$ cat src/rtl/ioctl_dl_bridge.sv
// Bridges the hps_io ioctl download stream into a byte FIFO and drains it to core
// memory over a req/ack write port, routing each download to one of N_CH targets.
module ioctl_dl_bridge #(
   parameter int ADDR_W     = 25,
   parameter int FIFO_DEPTH = 16,
   parameter int N_CH       = 4,
   parameter int WAIT_LVL   = FIFO_DEPTH - 2,
   localparam int CH_W      = (N_CH > 1) ? $clog2(N_CH) : 1
) (
   input  logic              clk_sys,
   input  logic              reset,
   input  logic              ioctl_download,
   input  logic [7:0]        ioctl_index,
   input  logic              ioctl_wr,
   input  logic [ADDR_W-1:0] ioctl_addr,
   input  logic [7:0]        ioctl_dout,
   output logic              ioctl_wait,
   output logic              mem_req,
   input  logic              mem_ack,
   output logic [ADDR_W-1:0] mem_addr,
   output logic [7:0]        mem_data,
   output logic [CH_W-1:0]   mem_ch,
   output logic              busy,
   output logic              done,
   output logic              err_ovf,
   output logic [ADDR_W-1:0] byte_cnt,
   output logic [7:0]        xsum
);

   localparam int PTR_W = $clog2(FIFO_DEPTH);

   typedef enum logic [1:0] {S_IDLE, S_LOAD, S_DRAIN, S_DONE} state_t;

   state_t state, state_nx;

   logic [ADDR_W-1:0] fifo_addr [FIFO_DEPTH];
   logic [7:0]        fifo_data [FIFO_DEPTH];
   logic [PTR_W-1:0]  wr_ptr, rd_ptr;
   logic [PTR_W:0]    fill, fill_nx;
   logic              full, empty, pop, push_try, push, drop, start, wait_nx;

   always_comb begin
      full     = (fill == (PTR_W+1)'(FIFO_DEPTH));
      empty    = (fill == '0);
      pop      = mem_req && mem_ack;
      push_try = (state == S_LOAD) && ioctl_wr;
      push     = push_try && (!full || pop);
      drop     = push_try && !push;
      start    = (state == S_IDLE) && ioctl_download && (32'(ioctl_index) < 32'(N_CH));
      fill_nx  = fill + (PTR_W+1)'(push) - (PTR_W+1)'(pop);
   end

   always_ff @(posedge clk_sys) begin
      if (reset) state <= S_IDLE;
      else       state <= state_nx;
   end

   always_comb begin
      state_nx = state;
      case (state)
         S_IDLE:  if (start) state_nx = S_LOAD;
         S_LOAD:  if (!ioctl_download) state_nx = S_DRAIN;
         S_DRAIN: if (empty && !mem_req) state_nx = S_DONE;
         S_DONE:  state_nx = S_IDLE;
         default: state_nx = S_IDLE;
      endcase
   end

   always_comb begin
      busy = (state == S_LOAD) || (state == S_DRAIN);
      done = (state == S_DONE);
   end

   // Wait is derived from next-cycle state and fill so it rises the cycle after the push that crosses WAIT_LVL.
   always_comb begin
      wait_nx = ((state_nx == S_LOAD) && (fill_nx >= (PTR_W+1)'(WAIT_LVL))) ||
                (((state_nx == S_DRAIN) || (state_nx == S_DONE)) && ioctl_download);
   end

   always_ff @(posedge clk_sys) begin
      if (push) begin
         fifo_addr[wr_ptr] <= ioctl_addr;
         fifo_data[wr_ptr] <= ioctl_dout;
      end
   end

   always_ff @(posedge clk_sys) begin
      if (reset) begin
         wr_ptr     <= '0;
         rd_ptr     <= '0;
         fill       <= '0;
         mem_req    <= 1'b0;
         mem_addr   <= '0;
         mem_data   <= '0;
         mem_ch     <= '0;
         err_ovf    <= 1'b0;
         byte_cnt   <= '0;
         xsum       <= '0;
         ioctl_wait <= 1'b0;
      end else begin
         fill       <= fill_nx;
         ioctl_wait <= wait_nx;
         if (push) wr_ptr <= wr_ptr + PTR_W'(1);
         // Head entry stays in the FIFO until acked, so fill includes the word on the mem port.
         if (pop) begin
            rd_ptr  <= rd_ptr + PTR_W'(1);
            mem_req <= 1'b0;
         end else if (!mem_req && !empty) begin
            mem_req  <= 1'b1;
            mem_addr <= fifo_addr[rd_ptr];
            mem_data <= fifo_data[rd_ptr];
         end
         if (start) begin
            mem_ch   <= ioctl_index[CH_W-1:0];
            byte_cnt <= '0;
            xsum     <= '0;
            err_ovf  <= 1'b0;
         end else begin
            if (push) begin
               if (byte_cnt != '1) byte_cnt <= byte_cnt + ADDR_W'(1);
               xsum <= xsum + ioctl_dout;
            end
            if (drop) err_ovf <= 1'b1;
         end
      end
   end

endmodule

$ cat config.mk
export PLATFORM = sky130hd
export DESIGN_NAME = ioctl_dl_bridge
export DESIGN_NICKNAME = d
export VERILOG_FILES = /design/src/rtl/ioctl_dl_bridge.sv
export SDC_FILE = /design/constraint.sdc
export NUM_CORES = 1
export LEC_CHECK = 0
export BUFFER_PORTS_ARGS = -buffer_cell sky130_fd_sc_hd__buf_2
export CAP_MARGIN = 15
export CORE_UTILIZATION = 50
export DETAILED_ROUTE_END_ITERATION = 6
export HOLD_SLACK_MARGIN = 0.12
export PLACE_DENSITY = 0.69
export RECOVER_POWER = 50
export SYNTH_ARGS = -nofsm -noshare
export SYNTH_HDL_FRONTEND = slang
export SYNTH_SLANG_ARGS = --single-unit
$ cat constraint.sdc
create_clock -name clk_sys -period 5.5 [get_ports clk_sys]
set_input_delay 0.275 -clock clk_sys [delete_from_list [all_inputs] [get_ports clk_sys]]
set_output_delay 0.275 -clock clk_sys [all_outputs]
set_load 0.01 [all_outputs]
==> summary.md, run 1 <==
## Outcome
- **result of the run** finished with violations
- **violated checks** DRC, capacitance limit, slew limit

## Clocking
- **clock network latency to the later pin of the worst-skew pair** 0.62 ns
- **Max Root-Sink Buffers** 3
- **clock tree root driver cell** sky130_fd_sc_hd__clkbuf_16
- **TritonCTS clock tree** yes
- **post-CTS setup-driven buffer insertion count** 0
- **clock slew at the register clock pins of the worst setup and hold paths** 0.06 ns
- **H-tree depth** 2
- **number of clock buffers inserted by TritonCTS** 60
- **count of clock tree sinks** 614

## Timing
- **total count of max-transition violations in the final report** 67
- **worst-case headroom to the max-slew limit** -52.2%
- **Clock Skew** 0.0176 ns
- **maximum operating frequency** 263 MHz
- **unrepaired setup endpoints after global routing** no
- **final period demand of the worst path** 3.81 ns
- **summed negative setup slack over all endpoints** 0 ns
- **final number of setup-violating endpoints** 0
- **final worst path period share** 69.2%
- **Final Hold Fails** 0
- **PnR worst setup slack** 1.69 ns
- **Slew @ Worst Pin** 2.28 ns

## Route
- **DRT Wirelength** 49.5 mm
- **length of the first detailed-routing pass in iterations** 7
- **Remaining DRCs** 6
- **average wire length per cell after detail routing** 23.6 um
- **via count normalized by instance count** 5.86
- **detailed-route via count** 12,300
- **first-iteration detailed-routing DRC count** 1,108
- **DRT antenna net count** 0

## Critical path
- **critical path capture point type** flop
- **worst flop-to-flop path startpoint** rd_ptr[0]
- **crit path launch type** flop
- **critical path data arrival time** 4.26 ns
- **category of the critical setup timing path** reg2reg
- **r2r setup slk** 1.69 ns
- **Worst setup startpoint** rd_ptr[0]
- **Critical Path RT** 5.95 ns
- **capture instance of the worst register-to-register path** mem_data[3]
- **number of cells on the worst reg-to-reg path** 5
- **maximum fanout count along the critical path** 33

## Placed design
- **placer congestion estimate** 0.796
- **buffers added on ports** 118
- **dpl ws** 1.72 ns
- **total half-perimeter wirelength after legalization and detailed placement** 26.9 mm

## Yosys
- **flip-flop and latch count after synthesis** 614
- **total of warnings raised by yosys** 0
- **Cells after Synth** 1,248
- **post-synth design cell area** 0.0239 mm^2
- **most used flip-flop cell after synthesis** sky130_fd_sc_hd__edfxtp_1
- **post-synthesis async set-or-reset flop share** 0%
- **Mean Syn Cell Area** 19.2 um^2
- **post-synth net total** 1,320
- **share of the yosys chip area belonging to registers** 73.4%
- **Yosys cell types** 59
- **number of enable-type register cells in the synthesized netlist** 528

## Die
- **Core ar.** 0.0469 mm^2
- **num rows** 79
- **starting density of the core** 51.1%
- **Total Die Area** 0.0488 mm^2
- **horizontal extent of the die** 221 um
- **# IOs** 119
- **Vert. Die Dim** 221 um

## Power and ir drop
- **sw power** 2.69 mW
- **proportion of total power due to net switching** 24.4%
- **Internal Pwr Total** 8.34 mW
- **combinational share of power** 14.1%
- **leakage dissipation** 8.58 nW
- **maximum vdd ir drop** 0.307 mV
- **clock group share of total power** 36.9%
- **part of the power in registers** 49.0%
- **power density over the cells** 399 mW/mm^2

## Global route
- **overall track demand over capacity in global routing** 20.7%
- **vias in the first global route** 12,600
- **initial antenna violation count** 0
- **largest net degree at the start of global routing** 60
- **total congestion overflow** 0
- **first-pass GRT wire length** 76.4 mm

## Layout
- **Diodes inserted** 0
- **ratio of cells with drive above 1 in the final layout** 20.6%
- **net count of the finished layout** 1,507
- **Area growth syn-to-layout** 15.5%

## Min path
- **Hold Path Sink** err_ovf
- **type of the most critical hold path** in2reg
- **cell count of the worst hold path** 5
- **startpoint of the most critical hold path** mem_ack

## Job
- **Max-cap violations** 2

## layout make-up
type                            count  area (um^2)
Fill cell                        3484        19200
Sequential cell                   614        17600
Multi-Input combinational cell    543         6100
Clock buffer                       83         1710
Timing Repair Buffer              191         1120
Tap cell                          607          759
Clock inverter                     31          274
Inverter                           25         93.8
## flip-flops by register name, indices dropped and copies added (netlist names), 2 cells and up
| name | cells |
|---|---|
| wr_ptr | 4 |
| fifo_data | 128 |
| rd_ptr | 4 |
| fifo_addr | 400 |
| fill | 5 |
| mem_ch | 2 |
| xsum | 8 |
| state | 2 |
| byte_cnt | 25 |
| mem_addr | 25 |
| mem_data | 8 |
## stage by stage
stage / utilization [%] / area, um^2 / power [mW] / instances / hold WS (ns)
3_5_place_dp: 54.2 / 25400 / 7.08 / 1936 / 0.454
5_1_grt: 59.0 / 27600 / 11.4 / 2094 / 0.170
3_3_place_gp: 54.2 / 25400 / 7.03 / 1936 / 0.446
4_1_cts: 59.3 / 27800 / 11.2 / 2093 / 0.150
6_report: 59.0 / 27600 / 11.0 / 2094 / 0.184
2_1_floorplan: - / 23900 / 6.55 / 1248 / 0.374
## worst max-delay path, stage by stage, from the launching register on
cell                        delay, ns
sky130_fd_sc_hd__dfxtp_1         1.86
sky130_fd_sc_hd__buf_4           0.69
sky130_fd_sc_hd__mux4_2          0.58
sky130_fd_sc_hd__mux2i_1         0.19
sky130_fd_sc_hd__a2bb2oi_1       0.19
sky130_fd_sc_hd__o21ai_0         0.11
## power by group through the flow
| stage | logic [mW] | clock network [mW] | registers (mW) |
|---|---|---|---|
| 3_3_place_gp | 1.54 | 0 | 5.50 |
| 3_5_place_dp | 1.58 | 0 | 5.51 |
| 4_1_cts | 1.61 | 4.13 | 5.41 |
| 2_1_floorplan | 1.06 | 0 | 5.49 |
| 6_report | 1.56 | 4.07 | 5.41 |
| 5_1_grt | 1.70 | 4.31 | 5.43 |
## worst max-delay path by stage
stage,to,slack [ns],depth (start not counted)
floorplan,fifo_addr[3][0],1.40,7
global placement,ioctl_wait,1.84,12
detailed placement,ioctl_wait,1.72,12
CTS,ioctl_wait,1.71,12
global route,mem_data[6],1.23,5
finish,mem_data[3],1.69,5
## layout by cell type (no fill, tap or decap), drive strengths merged, types with 24 or more instances in the layout
master | Yosys | final
nor2 | 38 | 38
mux2i | 73 | 73
a21oi | 30 | 30
mux4 | 132 | 132
nand2 | 30 | 30
buf | 28 | 42
inv | 25 | 28
a2bb2oi | 33 | 33
ha | 24 | 24
o21ai | 41 | 41
dfxtp | 86 | 86
clkbuf | 38 | 189
dlygate4sd3 | 0 | 43
edfxtp | 528 | 528
## cells by family (layout without fill, tap and decap cells)
kind of cell	Yosys count	in the layout	synth area share, %
flops	614	614	73.4
compound gates	143	143	4.06
simple gates	156	156	3.57
xor+xnor	13	13	0.476
mux	205	205	15.5
fa+ha+maj	26	26	1.42
buf+inv	91	330	1.59
## routing by layer
metal	part of all wire, %	wire (um)	up-vias	track usage [%]
li1	-	-	5463	-
met1	44	21900	6388	30.0
met2	48	23800	357	32.9
met3	6.1	3030	63	4.13
met4	1.4	703	0	4.47
met5	0	0	-	0
## synth_stat cells, types with 4 or more instances
cell,number,share of area (%)
sky130_fd_sc_hd__mux2i_1,73,3.1
sky130_fd_sc_hd__clkbuf_1,38,0.60
sky130_fd_sc_hd__a2bb2oi_1,33,1.2
sky130_fd_sc_hd__o21ai_0,41,0.86
sky130_fd_sc_hd__or2_2,5,0.13
sky130_fd_sc_hd__edfxtp_1,528,66
sky130_fd_sc_hd__xor2_1,6,0.22
sky130_fd_sc_hd__nand3_1,13,0.27
sky130_fd_sc_hd__nor2_1,38,0.60
sky130_fd_sc_hd__xnor2_1,7,0.26
sky130_fd_sc_hd__buf_1,7,0.11
sky130_fd_sc_hd__mux4_2,132,12
sky130_fd_sc_hd__nand2_1,30,0.47
sky130_fd_sc_hd__ha_1,24,1.3
sky130_fd_sc_hd__or3_1,11,0.29
sky130_fd_sc_hd__nand4_1,8,0.21
sky130_fd_sc_hd__buf_2,19,0.40
sky130_fd_sc_hd__dfxtp_1,86,7.2
sky130_fd_sc_hd__or4_1,12,0.38
sky130_fd_sc_hd__o41ai_1,4,0.15
sky130_fd_sc_hd__nor3_1,10,0.21
sky130_fd_sc_hd__o31ai_1,12,0.38
sky130_fd_sc_hd__inv_1,24,0.38
sky130_fd_sc_hd__a21oi_1,30,0.63
## repair_timing
item                                   CTS  global route
resized for setup                        0             0
endpoints found under the hold margin  546             0
hold buffers                            43             0
Note: power is estimated with default switching activity, not from simulation.
==> run 2, diff against run 1 <==
- clock period: 5.5 -> 3.85 ns (I/O delays scaled with it)
==> summary.md, run 2 (same netlist as run 1, synthesis figures left out) <==
## Global route
- **largest net degree at the start of global routing** 52, -13%
- **met3 Usage GRT** 3.49%, -0.64 points
- **Most Crowded Layer GR** met2
- **met1 Resource Use GR** 29.6%, -0.38 points
- **GR Util met2** 34.1%, +1.2 points
- **vias in the first global route** 12,800, +1.1%
- **overall track demand over capacity in global routing** 20.8%, +0.10 points
- **initial antenna violation count** 0, unchanged
- **first-pass GRT wire length** 77.1 mm, +0.99%
- **total congestion overflow** 0, unchanged

## Critical path
- **category of the critical setup timing path** reg2reg
- **crit-path max cell delay** 0.57 ns, -1.29 ns
- **r2r setup slk** 0.33 ns, -1.36 ns
- **cell family with most CP delay** adder cells
- **Cell Chain, Critical Path** inv_1, ha_1, or3b_1, o211a_1, inv_2, ha_1, inv_1, ha_1, fa_1, xnor2_1, or3b_2, a311oi_1, dlygate4sd3_1
- **slowest CP cell** sky130_fd_sc_hd__dlygate4sd3_1
- **crit path launch type** flop
- **buffers and inverters on the worst path** 4, +3
- **Critical Path RT** 4.39 ns, -1.56 ns
- **capture instance of the worst register-to-register path** ioctl_wait
- **worst flop-to-flop path startpoint** fill[2]
- **critical path's most frequent cell** sky130_fd_sc_hd__ha_1
- **critical path capture point type** flop
- **number of cells on the worst reg-to-reg path** 13, +8
- **maximum fanout count along the critical path** 3, -91%
- **critical path data arrival time** 4.06 ns, -0.20 ns

## Clocking
- **count of clock tree sinks** 614, unchanged
- **clock slew at the register clock pins of the worst setup and hold paths** 0.05 ns, about the same
- **H-tree depth** 2, unchanged
- **clock network latency to the later pin of the worst-skew pair** 0.61 ns, about the same
- **clock tree root driver cell** sky130_fd_sc_hd__clkbuf_16
- **post-CTS setup-driven buffer insertion count** 0, unchanged
- **Max Root-Sink Buffers** 3, unchanged
- **number of clock buffers inserted by TritonCTS** 59, -1.7%
- **TritonCTS clock tree** yes

## Timing
- **Clock Skew** 0.0173 ns, -0.000248 ns
- **final number of setup-violating endpoints** 0, unchanged
- **summed negative setup slack over all endpoints** 0 ns, unchanged
- **unrepaired setup endpoints after global routing** no
- **Final Hold Fails** 0, unchanged
- **final worst path period share** 91.3%, +22 points
- **Slew @ Worst Pin** 2.02 ns, -0.258 ns
- **maximum operating frequency** 284 MHz, +8.3%
- **worst-case headroom to the max-slew limit** -35.0%, +17 points
- **total count of max-transition violations in the final report** 37, -45%
- **final period demand of the worst path** 3.52 ns, -0.292 ns

## Layout
- **Non-Filler Cell Area, Final** 0.0278 mm^2, +0.63%
- **Area growth syn-to-layout** 16.2%
- **net count of the finished layout** 1,521, +0.93%
- **Diodes inserted** 0, unchanged
- **layout filler cell count** 3,459, -0.72%
- **ratio of cells with drive above 1 in the final layout** 21.0%, +0.32 points
- **register containing the most flip-flops in the final layout** fifo_addr
- **Sequential Area** 0.0176 mm^2, unchanged
- **Multi-input gate area** 0.00613 mm^2, +0.41%
- **Largest regs** fifo_addr (400), fifo_data (128)
- **most common cell after layout, fill and taps aside** sky130_fd_sc_hd__edfxtp_1
- **commonest cells after routing, fill and taps aside** 528 x sky130_fd_sc_hd__edfxtp_1, 132 x sky130_fd_sc_hd__mux4_2, 118 x sky130_fd_sc_hd__clkbuf_1, 84 x sky130_fd_sc_hd__dfxtp_1, 73 x sky130_fd_sc_hd__mux2i_1
- **Largest register FFs** 400, unchanged

## Die
- **Vert. Die Dim** 221 um, unchanged
- **Total Die Area** 0.0488 mm^2, unchanged
- **# IOs** 119, unchanged
- **horizontal extent of the die** 221 um, unchanged
- **num rows** 79, unchanged
- **Core ar.** 0.0469 mm^2, unchanged
- **starting density of the core** 51.1%, unchanged

## Placed design
- **total half-perimeter wirelength after legalization and detailed placement** 29.2 mm, +8.6%
- **instance area after placement** 0.0255 mm^2, +0.70%
- **buffers added on ports** 118, unchanged
- **placer congestion estimate** 0.782, -1.8%

## Min path
- **Hold Path Sink** state[1]
- **startpoint of the most critical hold path** ioctl_index[3]
- **cell count of the worst hold path** 5, unchanged
- **type of the most critical hold path** in2reg

## Power and ir drop
- **leakage dissipation** 8.64 nW, +0.69%
- **Final Total Pwr** 15.8 mW, +43%
- **power density over the cells** 566 mW/mm^2, +42%
- **maximum vdd ir drop** 0.379 mV, +24%

## Route
- **detailed-route via count** 12,500, +1.6%
- **first-iteration detailed-routing DRC count** 1,229, +11%
- **DRT antenna net count** 0, unchanged
- **length of the first detailed-routing pass in iterations** 6, -1
- **average wire length per cell after detail routing** 23.8 um, +0.95%
- **DRT Wirelength** 50.2 mm, +1.5%
- **Remaining DRCs** 4, -2
- **via count normalized by instance count** 5.92, +1.1%

## Outcome
- **violated checks** DRC, capacitance limit, slew limit
- **result of the run** finished with violations

## Job
- **Max-cap violations** 1, -1

run 2: cell types whose count changed in the layout (fill, tap and decap cells not counted), sizes merged:
cell,before,now
buf,42,54
bufinv,4,5
clkbuf,189,187
clkinv,20,22
clkinvlp,4,1
dlygate4sd3,43,46
inv,28,26
run 2: what timing repair did:
action                                 4_1_cts  5_1_grt
resized for setup                            0        0
hold buffers                                46        0
endpoints found under the hold margin      550        0
run 2: tightest hold or removal path, delay by kind of cell:
kind / cells / cell delay, ns
compound gates: 1 / 0.24
buf+inv: 1 / 0.07
simple gates: 3 / 0.47
run 2: through the flow:
stage	hold WS, ns	instances	util [%]	worst slack [ns]
2_1_floorplan	0.291	1248	-	0.564
3_3_place_gp	0.428	1948	54.5	0.951
3_5_place_dp	0.440	1948	54.5	0.882
4_1_cts	0.310	2104	59.7	0.304
5_1_grt	0.437	2105	59.4	0.130
6_report	0.419	2105	59.4	0.333
run 2: how the worst max path moves through the flow:
stage / slack, ns / start / to / depth (start not counted)
6_report: 0.33 / fill[2] / ioctl_wait / 13
5_1_grt: 0.13 / fill[2] / ioctl_wait / 14
4_1_cts: 0.30 / fill[2] / ioctl_wait / 13
3_5_place_dp: 0.88 / fill[2] / ioctl_wait / 12
3_3_place_gp: 0.95 / fill[3] / ioctl_wait / 12
2_1_floorplan: 0.56 / fill[3] / ioctl_wait / 15
run 2: layer usage:
metal | routed length, um | share of wire, % | up-vias
met5 | 0 | 0 | -
met4 | 791 | 1.6 | 0
met3 | 2870 | 5.7 | 66
met2 | 24600 | 49 | 397
met1 | 21900 | 44 | 6511
li1 | - | - | 5492
run 2: layout make-up:
class | count | share of cell area [%]
clock buffers | 81 | 6.04
clock inverters | 29 | 0.958
inverters | 25 | 0.337
multi-input cells | 543 | 22.0
flip-flops and latches | 614 | 63.2
well taps | 607 | 2.73
repair buffers | 206 | 4.70
run 2: where the power goes:
group / switching (mW) / internal [mW] / total (mW)
logic: 1.21 / 1.07 / 2.29
registers: 0.217 / 7.49 / 7.71
clock network: 2.39 / 3.38 / 5.76
total: 3.82 / 11.9 / 15.8
==> run 3, diff against run 2 <==
- PLACE_DENSITY: 0.69 -> 0.72
- clock period: 3.85 -> 2.95 ns (I/O delays scaled with it)
==> summary.md, run 3 (same netlist as run 1, synthesis figures left out) <==
## Outcome
- **result of the run** finished with violations
- **violated checks** DRC, capacitance limit, slew limit

## Power and ir drop
- **leakage dissipation** 8.82 nW, +2.2%
- **power density over the cells** 750 mW/mm^2, +32%
- **maximum vdd ir drop** 0.473 mV, +25%
- **Final Total Pwr** 21.2 mW, +34%

## Layout
- **layout filler cell count** 3,392, -1.9%
- **net count of the finished layout** 1,538, +1.1%
- **ratio of cells with drive above 1 in the final layout** 23.7%, +2.8 points
- **register containing the most flip-flops in the final layout** fifo_addr
- **Largest register FFs** 400, unchanged
- **Diodes inserted** 0, unchanged
- **commonest cells after routing, fill and taps aside** 528 x sky130_fd_sc_hd__edfxtp_1, 132 x sky130_fd_sc_hd__mux4_2, 111 x sky130_fd_sc_hd__clkbuf_1, 82 x sky130_fd_sc_hd__dfxtp_1, 73 x sky130_fd_sc_hd__mux2i_1
- **most common cell after layout, fill and taps aside** sky130_fd_sc_hd__edfxtp_1
- **Largest regs** fifo_addr (400), fifo_data (128)
- **Area growth syn-to-layout** 18.0%
- **Non-Filler Cell Area, Final** 0.0283 mm^2, +1.6%

## Placed design
- **placer congestion estimate** 0.820, +4.9%
- **buffers added on ports** 118, unchanged
- **total half-perimeter wirelength after legalization and detailed placement** 29.4 mm, +0.62%
- **instance area after placement** 0.0258 mm^2, +0.85%

## Critical path
- **Critical Path RT** 3.46 ns, -0.93 ns
- **Cell Chain, Critical Path** inv_2, ha_4, or3b_4, o211a_1, inv_2, ha_4, inv_2, ha_1, a21o_1, a21oi_2, xnor2_2, or3b_4, a311oi_2
- **Worst setup startpoint** fill[2]
- **crit-path max cell delay** 0.38 ns, -0.19 ns
- **critical path data arrival time** 3.40 ns, -0.66 ns
- **category of the critical setup timing path** reg2reg
- **slowest CP cell** sky130_fd_sc_hd__or3b_4
- **maximum fanout count along the critical path** 3, unchanged
- **worst flop-to-flop path startpoint** fill[2]
- **critical path's most frequent cell** sky130_fd_sc_hd__inv_2
- **capture instance of the worst register-to-register path** ioctl_wait
- **number of cells on the worst reg-to-reg path** 13, unchanged
- **crit path launch type** flop
- **r2r setup slk** 0.07 ns, -0.27 ns
- **critical path capture point type** flop

## Clocking
- **Max Root-Sink Buffers** 3, unchanged
- **number of clock buffers inserted by TritonCTS** 59, unchanged
- **TritonCTS clock tree** yes
- **clock slew at the register clock pins of the worst setup and hold paths** 0.06 ns, about the same
- **count of clock tree sinks** 614, unchanged
- **clock network latency to the later pin of the worst-skew pair** 0.63 ns, +0.02 ns
- **clock tree root driver cell** sky130_fd_sc_hd__clkbuf_16
- **H-tree depth** 2, unchanged

## Timing
- **Final Hold Fails** 0, unchanged
- **Clock Skew** 0.0295 ns, +0.0122 ns
- **final worst path period share** 97.7%, +6.4 points
- **final number of setup-violating endpoints** 0, unchanged
- **maximum operating frequency** 347 MHz, +22%
- **Slew @ Worst Pin** 1.64 ns, -0.382 ns
- **total count of max-transition violations in the final report** 22, -41%
- **final period demand of the worst path** 2.88 ns, -0.634 ns
- **worst-case headroom to the max-slew limit** -9.53%, +25 points

## Die
- **Core ar.** 0.0469 mm^2, unchanged
- **horizontal extent of the die** 221 um, unchanged
- **num rows** 79, unchanged
- **starting density of the core** 51.1%, unchanged
- **Total Die Area** 0.0488 mm^2, unchanged
- **Vert. Die Dim** 221 um, unchanged
- **# IOs** 119, unchanged

## Global route
- **initial antenna violation count** 2, +2
- **first-pass GRT wire length** 79.6 mm, +3.2%
- **overall track demand over capacity in global routing** 21.7%, +0.83 points
- **total congestion overflow** 0, unchanged
- **vias in the first global route** 13,100, +2.5%
- **largest net degree at the start of global routing** 44, -15%

## Route
- **detailed-route via count** 12,600, +1.4%
- **Remaining DRCs** 7, +3
- **length of the first detailed-routing pass in iterations** 7, +1
- **DRT antenna net count** 0, unchanged
- **first-iteration detailed-routing DRC count** 1,276, +3.8%
- **DRT Wirelength** 51.7 mm, +2.9%
- **average wire length per cell after detail routing** 24.3 um, +2.0%
- **via count normalized by instance count** 5.95, +0.48%

## Min path
- **startpoint of the most critical hold path** ioctl_index[2]
- **Hold Path Sink** state[1]
- **cell count of the worst hold path** 5, unchanged
- **type of the most critical hold path** in2reg

## Job
- **Max-cap violations** 1, unchanged

[run 3: cell count changes in the layout (fill, tap and decap cells not counted), moves of 3 or more]
| cell | previous run | this run |
|---|---|---|
| sky130_fd_sc_hd__buf_4 | 35 | 45 |
| sky130_fd_sc_hd__buf_12 | 6 | 13 |
| sky130_fd_sc_hd__clkbuf_1 | 118 | 111 |
| sky130_fd_sc_hd__clkinv_1 | 8 | 2 |
| sky130_fd_sc_hd__clkbuf_8 | 8 | 13 |
| sky130_fd_sc_hd__clkinv_4 | 0 | 3 |
| sky130_fd_sc_hd__ha_1 | 24 | 21 |
| sky130_fd_sc_hd__inv_1 | 24 | 21 |
| sky130_fd_sc_hd__inv_2 | 1 | 4 |
[run 3: layer usage]
metal  vias to the layer above  routed length, um  global-route usage (%)  part of all wire (%)
met3                        70               3600                    3.88                   7.0
met2                       470              25600                    35.4                    50
met5                         -                 27                       0                 0.052
li1                       5533                  -                       -                     -
met1                      6562              21500                    30.3                    42
met4                         4                962                    5.84                   1.9
[run 3: critical path: cells and delay by family, from the launching register on]
family | cells | cell delay [ns]
DFF | 1 | 0.33
and+or+nand+nor | 2 | 0.76
AOI/OAI and AO/OA | 4 | 0.88
buffers and inverters | 3 | 0.19
xor gates and xnor gates | 1 | 0.12
adders and majority gates | 3 | 0.51
[run 3: worst max path at each step]
| stage | slack, ns | end | depth (start not counted) |
|---|---|---|---|
| floorplan | -0.27 | fifo_addr[7][0] | 7 |
| global placement | 0.03 | ioctl_wait | 13 |
| detailed placement | -0.04 | ioctl_wait | 13 |
| CTS | 0.02 | ioctl_wait | 13 |
| global route | -0.02 | ioctl_wait | 13 |
| finish | 0.07 | ioctl_wait | 13 |
[run 3: layout make-up]
| class | count | area, um^2 | share of cell area [%] |
|---|---|---|---|
| flip-flops and latches | 614 | 17600 | 62.2 |
| multi-input cells | 543 | 6190 | 21.9 |
| clock buffers | 78 | 1700 | 6.01 |
| repair buffers | 223 | 1520 | 5.38 |
| well taps | 607 | 759 | 2.69 |
| clock inverters | 34 | 405 | 1.43 |
| inverters | 25 | 93.8 | 0.332 |
[run 3: through the flow]
step	TNS (ns)	hold slack [ns]	instances	utilization, %	setup WS (ns)
after global routing	-0.0240	0.490	2124	60.3	-0.0240
after detailed placement	-0.0402	0.388	1965	55.0	-0.0402
final	0	0.411	2124	60.3	0.0670
after CTS	0	0.284	2123	60.5	0.0158
after global placement	0	0.380	1965	55.0	0.0281
after floorplan	-92.83	0.246	1248	-	-0.270
[run 3: timing repair]
item | CTS | global route
pin swaps | 2 | 7
hold endpoints to repair | 551 | 0
setup endpoints to repair | 1 | 1
hold buffers | 46 | 0
gates resized for setup | 2 | 14
buffers inserted | 0 | 1
[run 3: report_power, final]
group / switching, mW / leakage, nW / total (mW) / internal, mW
registers: 0.269 / 5.45 / 10.0 / 9.78
clock network: 3.26 / 1.04 / 7.95 / 4.69
logic: 1.69 / 2.34 / 3.19 / 1.51
total: 5.22 / 8.82 / 21.2 / 16.0
